==> config.mk <==
export PLATFORM = sky130hd
export DESIGN_NAME = accum_rr_scheduler
export DESIGN_NICKNAME = d
export VERILOG_FILES = /design/src/rtl/accum_rr_scheduler_pkg.sv /design/src/rtl/accum_rr_scheduler_rr_pick.sv /design/src/rtl/accum_rr_scheduler.sv
export SDC_FILE = /design/constraint.sdc
export NUM_CORES = 1
export LEC_CHECK = 0
export ABC_AREA = 1
export ABC_CLOCK_PERIOD_IN_PS = 3800
export CAP_MARGIN = 15
export CELL_PAD_IN_SITES_DETAIL_PLACEMENT = 0
export CELL_PAD_IN_SITES_GLOBAL_PLACEMENT = 1
export CORE_MARGIN = 2
export CORE_UTILIZATION = 33
export CTS_BUF_LIST = sky130_fd_sc_hd__clkbuf_16
export DETAILED_ROUTE_END_ITERATION = 6
export GPL_ROUTABILITY_DRIVEN = 0
export PLACE_DENSITY = 0.82
export SYNTH_ARGS = -nofsm -noshare
export SYNTH_HDL_FRONTEND = slang
export SYNTH_HIERARCHICAL = 1
export SYNTH_SLANG_ARGS = --single-unit
==> constraint.sdc <==
create_clock -name clk -period 3.8 [get_ports clk]
set_clock_uncertainty 0.05 [all_clocks]
set_input_delay 1.14 -clock clk [delete_from_list [all_inputs] [get_ports clk]]
set_output_delay 1.14 -clock clk [all_outputs]
set_load 0.005 [all_outputs]
==> src/rtl/accum_rr_scheduler_pkg.sv <==
// accum_pkg: shared types and helpers for the round-robin accumulator scheduler.
package accum_pkg;
    typedef enum logic [1:0] {IDLE, STREAM, WAIT_RES, OUT} sched_state_t;
    typedef logic [1:0][6:0] bcd2_t;
    function automatic int src_id_w(input int n);
        return (n < 2) ? 1 : $clog2(n);
    endfunction
endpackage

==> src/rtl/accum_rr_scheduler_rr_pick.sv <==
// rr_pick: combinational round-robin search for the first request at or above ptr, wrapping.
module rr_pick #(
    parameter int N  = 4,
    parameter int IW = 2
) (
    input  logic [N-1:0]  req,
    input  logic [IW-1:0] ptr,
    output logic          any,
    output logic [IW-1:0] idx
);
    always_comb begin
        logic [IW-1:0] c;
        any = 1'b0;
        idx = '0;
        c   = '0;
        // walk from farthest to nearest so the nearest request wins
        for (int k = N - 1; k >= 0; k--) begin
            c = IW'((int'(ptr) + k) % N);
            if (req[c]) begin
                any = 1'b1;
                idx = c;
            end
        end
    end
endmodule

==> src/rtl/accum_rr_scheduler.sv <==
// accum_rr_scheduler: grants one stream source per frame, round-robin, to a shared BCD
// accumulator and returns its 2-digit result tagged with the source id.
module accum_rr_scheduler
    import accum_pkg::*;
#(
    parameter int NUM_SRC   = 4,
    parameter int WIDTH     = 3,
    parameter int FRAME_LEN = 10,
    localparam int IW       = src_id_w(NUM_SRC)
) (
    input  logic                     clk,
    input  logic                     rstn,
    input  logic [NUM_SRC-1:0]       s_valid,
    input  logic [NUM_SRC*WIDTH-1:0] s_data,
    output logic [NUM_SRC-1:0]       s_ready,
    output logic                     acc_s_valid,
    output logic [WIDTH-1:0]         acc_s_data,
    input  logic                     acc_s_ready,
    input  logic                     acc_m_valid,
    input  bcd2_t                    acc_m_data,
    output logic                     acc_m_ready,
    output logic                     m_valid,
    output bcd2_t                    m_data,
    output logic [IW-1:0]            m_id,
    input  logic                     m_ready
);
    localparam int CW = src_id_w(FRAME_LEN);

    sched_state_t  state_q, state_d;
    logic [IW-1:0] ptr_q, ptr_d, grant_q, grant_d, m_id_q, m_id_d;
    logic [CW-1:0] cnt_q, cnt_d;
    bcd2_t         m_data_q, m_data_d;
    logic          pick_any, streaming, beat, last_beat;
    logic [IW-1:0] pick_idx;
    logic [WIDTH-1:0] src_data [NUM_SRC];

    for (genvar g = 0; g < NUM_SRC; g++) begin : g_unpack
        assign src_data[g] = s_data[g*WIDTH +: WIDTH];
    end

    rr_pick #(.N(NUM_SRC), .IW(IW)) u_pick (
        .req (s_valid),
        .ptr (ptr_q),
        .any (pick_any),
        .idx (pick_idx)
    );

    assign streaming   = state_q == STREAM;
    assign acc_s_valid = streaming && s_valid[grant_q];
    assign acc_s_data  = streaming ? src_data[grant_q] : '0;
    assign s_ready     = (streaming && acc_s_ready) ? {{(NUM_SRC-1){1'b0}}, 1'b1} << grant_q : '0;
    assign acc_m_ready = state_q == WAIT_RES;
    assign m_valid     = state_q == OUT;
    assign m_data      = m_data_q;
    assign m_id        = m_id_q;
    assign beat        = acc_s_valid && acc_s_ready;
    assign last_beat   = cnt_q == CW'(FRAME_LEN - 1);

    always_comb begin
        state_d  = state_q;
        ptr_d    = ptr_q;
        grant_d  = grant_q;
        cnt_d    = cnt_q;
        m_data_d = m_data_q;
        m_id_d   = m_id_q;
        case (state_q)
            IDLE: if (pick_any) begin
                grant_d = pick_idx;
                state_d = STREAM;
            end
            STREAM: if (beat) begin
                cnt_d   = last_beat ? '0 : cnt_q + 1'b1;
                state_d = last_beat ? WAIT_RES : STREAM;
            end
            WAIT_RES: if (acc_m_valid) begin
                m_data_d = acc_m_data;
                m_id_d   = grant_q;
                state_d  = OUT;
            end
            OUT: if (m_ready) begin
                ptr_d   = (grant_q == IW'(NUM_SRC - 1)) ? '0 : grant_q + 1'b1;
                state_d = IDLE;
            end
            default: state_d = IDLE;
        endcase
    end

    always_ff @(posedge clk or negedge rstn) begin
        if (!rstn) begin
            state_q  <= IDLE;
            ptr_q    <= '0;
            grant_q  <= '0;
            cnt_q    <= '0;
            m_data_q <= '0;
            m_id_q   <= '0;
        end else begin
            state_q  <= state_d;
            ptr_q    <= ptr_d;
            grant_q  <= grant_d;
            cnt_q    <= cnt_d;
            m_data_q <= m_data_d;
            m_id_q   <= m_id_d;
        end
    end

    // a result before the frame is complete means the accumulator lost sync with us
    assert property (@(posedge clk) disable iff (!rstn) !(streaming && acc_m_valid))
        else $error("acc_m_valid asserted while streaming");
endmodule
==> results of run 1 <==
[cell type report]
class | instances | share of cell area, %
clock buffers | 3 | 3.20
well taps | 54 | 2.88
clock inverters | 1 | 1.28
multi-input cells | 141 | 34.7
inverters | 25 | 4.06
repair buffers | 61 | 26.2
flip-flops and latches | 26 | 27.8
[metrics by stage]
stage | util [%] | instance area [um2] | worst slack (ns) | std cells
finish | 49.9 | 2340 | 0.0933 | 311
global route | 49.9 | 2340 | 0.00400 | 311
CTS | 49.7 | 2330 | 0.0430 | 311
detailed placement | 47.5 | 2230 | 0.0424 | 307
global placement | 47.5 | 2230 | 0.0507 | 307
floorplan | - | 1590 | 1.13 | 196
[flip-flops by register name, indices dropped and copies added (netlist names), named ones only]
register	cells
grant_q	2
m_data	14
ptr_q	2
m_id	2
state_q	1
cnt_q	4
[timing repair]
item	4_1_cts	5_1_grt
setup endpoints to repair	0	3
gates resized for setup	0	3
endpoints found under the hold margin	0	0
[kinds of logic after synthesis]
family / synth area share, %
compound gates: 6.71
simple gates: 28.4
fa+ha+maj: 3.16
mux: 12.1
xor+xnor: 0.553
buf+inv: 8.05
flops: 41.0
[worst paths after layout]
kind                                 startpoint  slack [ns]                      to
setup / recovery                    acc_s_ready        0.09              s_ready[0]
hold / removal              m_id[1]$_DFFE_PN0P_        0.44     m_id[1]$_DFFE_PN0P_
setup reg to reg           ptr_q[0]$_DFFE_PN0P_        2.08  state_q[0]$_DFFE_PN0P_
hold reg to reg             m_id[1]$_DFFE_PN0P_        0.44     m_id[1]$_DFFE_PN0P_
max in group asynchronous                  rstn        2.25    ptr_q[1]$_DFFE_PN0P_
min in group asynchronous                  rstn        1.20   m_data[2]$_DFFE_PN0P_
[cell usage after synthesis (2+ instances only)]
cell type	instances
buf_6	2
mux2_2	9
dfrtp_1	26
buf_2	2
nor2_4	2
inv_2	2
ha_1	4
inv_1	22
nand2_2	4
nand4_1	2
nor2_1	26
a21oi_1	6
nand2_1	49
mux2_4	6
o21ai_0	11
nand3_1	12
[worst reg2reg max path, delay by kind of cell, from the launching register on]
kind | cells | cell delay [ns]
and+or+nand+nor | 9 | 0.77
DFF | 1 | 0.57
buffers and inverters | 2 | 0.19
AOI/OAI and AO/OA | 1 | 0.04
[routing by layer]
layer / vias up / GRT usage [%]
met5: - / 0
met4: 0 / 3.64
met3: 2 / 2.33
met2: 35 / 22.9
met1: 616 / 19.8
li1: 741 / -
[power groups by stage]
| stage | clock network, mW | registers (mW) | logic (mW) |
|---|---|---|---|
| after global routing | 0.322 | 0.427 | 0.752 |
| after detailed placement | 0 | 0.419 | 0.661 |
| after CTS | 0.314 | 0.413 | 0.665 |
| final | 0.303 | 0.412 | 0.653 |
| after floorplan | 0 | 0.381 | 0.449 |
| after global placement | 0 | 0.418 | 0.659 |
==> metrics.md, run 1 <==
| Metric | Value |
|---|---|
| Critical Setup Path Class | input pin to primary output |
| Gate power share | 47.7% |
| Crit path max-delay family | buffers and inverters |
| Pwr Density | 584 nW/um2 |
| Reported max-cap violation count | 0 |
| Total CTS buffers | 3 |
| Yosys warning total | 6 |
| Number of fill cells | 451 |
| Critical Path End Type | primary output |
| Number of routed nets with antenna violations | 0 |
| Buffer type at the clock tree root | clkbuf_16 |
| Worst-case clock buffer depth | 2 |
| Routed length per placed instance | 11.9 um |
| Total Neg Setup Slack | 0 ns |
| Minimum period implied by the final worst setup slack | 3.71 ns |
| Sum of met3 wire segment lengths after detailed routing | 203 um |
| Die Wd | 73.3 um |
| Wire length on met2 | 1710 um |
| Count of TritonRoute iterations in the first routing pass | 4 |
| Number of global-route vias before repair | 1272 |
| Floorplan die height | 73.3 um |
| Highest-count cells in the layout ignoring fill and taps | clkdlybuf4s50_1, nand2_1, nor2_1, dfrtp_1, inv_1 |
| Post-CTS clock slew at the launch and capture registers of the worst setup and hold paths | 0.06 ns |
| Share of power burned in registers | 30.1% |
| Reported leakage power | 1.19 nW |
| Worst path arrival time | 2.52 ns |
| Latest clock arrival within the worst-skew pair | 0.26 ns |
| Worst Max-Slew Pin Slew | 0.378 ns |
| Main area contributors after synthesis | dfrtp_1, nand2_1, mux2_2 |
| Gate count after technology mapping | 196 |
| Wire length reported by the detailed router | 3710 um |
| Area of the die | 5370 um2 |
| Sequential standard cell area | 651 um2 |
| Area of the placeable core | 4690 um2 |
| Maximum cell stage delay along the critical path | 0.53 ns |
| Leading register cell type out of synthesis | dfrtp_1 |
| Number of post-CTS setup repair buffers | 0 |
| Routed vias | 1394 |
| Library cell occupying the most area in the post-synthesis netlist | dfrtp_1 |
| Unique masters post-synth | 27 |
| CTS H-tree depth | 1 |
| GRT Util Overall | 14.2% |
| Hold slack | 0.445 ns |
| Type of origin of the critical path | input pin |
| Status | finished, final reports clean |
| Combined area of the multi-input logic cells | 812 um2 |
| Period utilisation layout | 97.5% |
| Clock tree from TritonCTS | done |
| Slowest stage cell on the critical path | clkdlybuf4s50_1 |
| Hold bufs inserted after CTS | 0 |
| Data required time of the worst path | 2.61 ns |
| Synth-to-Final Area Change | 47.8% |
| Internal portion of total power | 0.847 mW |
| Number of standard-cell rows in the floorplan | 25 |
| Yosys top cell area share | 41.0% |
| Setup violators final | 0 |
| Diode insertion count for antenna repair | 0 |
| Input/output buffers | 60 |
| Most common cell after layout, fill and taps aside | clkdlybuf4s50_1 |
| Nets | 297 |
| Global route overflow | 0 |
| Clock share of power | 22.2% |
| Fmax | 0.270 GHz |
| Share of post-route cells with drive strength above 1 | 14.0% |
| Max layer used | met4 |
| Fin. max-slew vios | 0 |
| Sum of buffers and inverters on the critical path | 4 |
| Number of enable flip-flop cells after synthesis | 0 |
| Hold path depth | 2 |
| Sinks on the clock net | 26 |
| Share of total power consumed by net switching | 38.1% |
| Share of synthesized area occupied by flip-flops and latches | 41.0% |
| Antenna violations before repair | 0 |
| Worst min-delay path class | register to register |
| Async set or reset register ratio after synthesis | 100% |
| Iteration-0 DRC Markers | 48 |
| Worst voltage drop across the vdd grid | 0.000223 V |
| Area of the mapped netlist | 1590 um2 |
| Detailed-route vias per instance | 4.48 |
| RSZ-0062 raised after global routing | false |
| Syn nets | 235 |
| Starting Density | 33.8% |
| Pin count of the biggest net entering global routing | 27 |
| # DRC | 0 |
| Power after layout | 1.37 mW |
| Length of routed wiring on met1 | 1760 um |
| Power spent charging and discharging nets | 0.521 mW |
| WP depth | 6 |
| First-pass GRT wire length | 6040 um |
| Crit-path cells | clkdlybuf4s50_1, inv_1, nor2_4, inv_1, nor2_1, clkdlybuf4s50_1 |
| Top fanout value on the critical path | 5 |
| Worst Reg-to-Reg Cells | 12 |
| Mean area per synthesized cell | 8.09 um2 |
| Fin. Hold Viols | 0 |
| Detailed Place HPWL | 2830 um |
| Flip-flop and latch count after synthesis | 26 |
| Worst slew slack as a fraction of its limit | 74.8% |
| Number of top-level pins | 61 |
No activity file was read; power rests on OpenSTA's default activity.
==> run 2: changes to the inputs <==
ABC_CLOCK_PERIOD_IN_PS = 3500   (was 3800)
CORE_UTILIZATION = 31   (was 33)
PLACE_DENSITY = 0.78   (was 0.82)
clock period = 3.5 ns   (was 3.8 ns; I/O delays follow)
==> metrics.md, run 2 (synthesis gave the netlist of run 1 again) <==
| Metric | Value |
|---|---|
| Status | finished, final reports clean |
| GRT Util Overall | 13.5% |
| Iteration-0 DRC Markers | 43 |
| Nets | 303 |
| Slowest stage cell on the critical path | clkdlybuf4s50_1 |
| Worst path arrival time | 2.15 ns |
| Number of global-route vias before repair | 1390 |
| Latest clock arrival within the worst-skew pair | 0.26 ns |
| Cell total after placement | 329 |
| Number of post-CTS setup repair buffers | 0 |
| CP most frequent cell | nand2_1 |
| Hold wc startpoint | m_id[0]$_DFFE_PN0P_ |
| Reported max-cap violation count | 0 |
| Post-CTS clock slew at the launch and capture registers of the worst setup and hold paths | 0.06 ns |
| R2R setup slack | 1.78 ns |
| Antenna violations before repair | 0 |
| Worst-case clock buffer depth | 2 |
| Global route overflow | 0 |
| Reported leakage power | 1.27 nW |
| Pin count of the biggest net entering global routing | 27 |
| Worst Reg-to-Reg Cells | 9 |
| Detailed-route vias per instance | 4.29 |
| Sinks on the clock net | 26 |
| Area of the die | 5700 um2 |
| Diode insertion count for antenna repair | 0 |
| First-pass GRT wire length | 6020 um |
| Number of top-level pins | 61 |
| Minimum period implied by the final worst setup slack | 3.25 ns |
| Fin. max-slew vios | 0 |
| CP startpoint | s_valid[0] |
| Input/output buffers | 60 |
| Number of routed nets with antenna violations | 0 |
| Period utilisation layout | 92.9% |
| RSZ-0062 raised after global routing | false |
| Routed length per placed instance | 11.2 um |
| Post-route cell area | 2410 um2 |
| Hold slack | 0.438 ns |
| End-of-flow core utilization | 48.1% |
| Worst voltage drop across the vdd grid | 0.000242 V |
| Number of standard-cell rows in the floorplan | 26 |
| Starting Density | 31.6% |
| Worst min-delay path class | register to register |
| Crit-path cells | clkdlybuf4s50_1, nand2_1, nand3_1, nand2_1, nor2_1, dlygate4sd2_1 |
| Routed vias | 1429 |
| Most common cell after layout, fill and taps aside | clkdlybuf4s50_1 |
| Worst Max-Slew Pin Slew | 0.387 ns |
| # DRC | 0 |
| Data required time of the worst path | 2.40 ns |
| Worst hold endpoint | m_id[0]$_DFFE_PN0P_ |
| Post-route insts no fill | 333 |
| Top fanout value on the critical path | 3 |
| Share of post-route cells with drive strength above 1 | 16.0% |
| Die Wd | 75.5 um |
| Count of TritonRoute iterations in the first routing pass | 4 |
| Hold bufs inserted after CTS | 0 |
| Clock tree from TritonCTS | done |
| Cell area after placement | 2290 um2 |
| Flip-flop count of the largest register, all copies and words added | 14 |
| Buffer type at the clock tree root | clkbuf_16 |
| Area of the placeable core | 5010 um2 |
| Synth-to-Final Area Change | 51.9% |
| Floorplan die height | 75.5 um |
| Startpoint of the worst register-to-register path | grant_q[0]$_DFFE_PN0P_ |
| Setup violators final | 0 |
| Total CTS buffers | 3 |
| Highest-count cells in the layout ignoring fill and taps | clkdlybuf4s50_1, nand2_1, nor2_1, dfrtp_1, inv_1 |
| Pwr Density | 622 nW/um2 |
| Type of origin of the critical path | input pin |
| Hold path depth | 2 |
| CTS H-tree depth | 1 |
| Worst slew slack as a fraction of its limit | 74.2% |
| Wire length reported by the detailed router | 3720 um |
| Fin. Hold Viols | 0 |
| Critical Setup Path Class | input pin to primary output |
| Fmax | 0.307 GHz |
| Maximum cell stage delay along the critical path | 0.51 ns |
| Critical Path End Type | primary output |
| Detailed Place HPWL | 2850 um |
==> run 2: repair_timing <==
| action | 4_1_cts | 5_1_grt |
|---|---|---|
| pin swaps | 1 | 1 |
| endpoints found under the setup margin | 5 | 5 |
| gates resized for setup | 4 | 5 |
==> run 2: through the flow <==
step | setup slack (ns) | setup TNS [ns] | power (mW)
after detailed placement | -0.0558 | -0.0696 | 1.21
final | 0.248 | 0 | 1.50
after global routing | 0.156 | 0 | 1.64
after global placement | -0.0325 | -0.0485 | 1.21
after CTS | 0.00353 | 0 | 1.53
after floorplan | 1.01 | 0 | 0.901
==> run 2: per-layer routing <==
metal	share of wire [%]	up-vias	track usage, %
met5	0	-	0
met4	1.0	0	4.09
met3	4.7	4	1.85
met2	45	36	22.5
met1	49	634	18.2
li1	-	755	-
==> run 2: power by group <==
part | internal [mW] | switching (mW) | total, mW
Sequential | 0.359 | 0.0889 | 0.448
Combinational | 0.339 | 0.379 | 0.718
Clock | 0.228 | 0.103 | 0.331
Total | 0.926 | 0.571 | 1.50
==> run 2: area by class of cell <==
| cell class | instances | area, um2 |
|---|---|---|
| Clock buffer | 3 | 75.1 |
| Clock inverter | 1 | 30.0 |
| Fill cell | 520 | 2600 |
| Inverter | 25 | 95.1 |
| Multi-Input combinational cell | 141 | 807 |
| Sequential cell | 26 | 651 |
| Tap cell | 70 | 87.6 |
| Timing Repair Buffer | 67 | 662 |
==> run 2: worst max-delay path, delay by kind of cell <==
kind	cells	cell delay [ns]
buffers and inverters	2	0.77
AND/OR/NAND/NOR	4	0.32
==> run 2: worst max-delay path by stage <==
stage / slack [ns] / cells past startpoint / to
2_1_floorplan: 1.01 / 4 / s_ready[0]
3_3_place_gp: -0.03 / 6 / acc_s_valid
3_5_place_dp: -0.06 / 6 / acc_s_valid
4_1_cts: 0.004 / 6 / acc_s_data[0]
5_1_grt: 0.16 / 6 / acc_s_data[2]
6_report: 0.25 / 6 / acc_s_valid
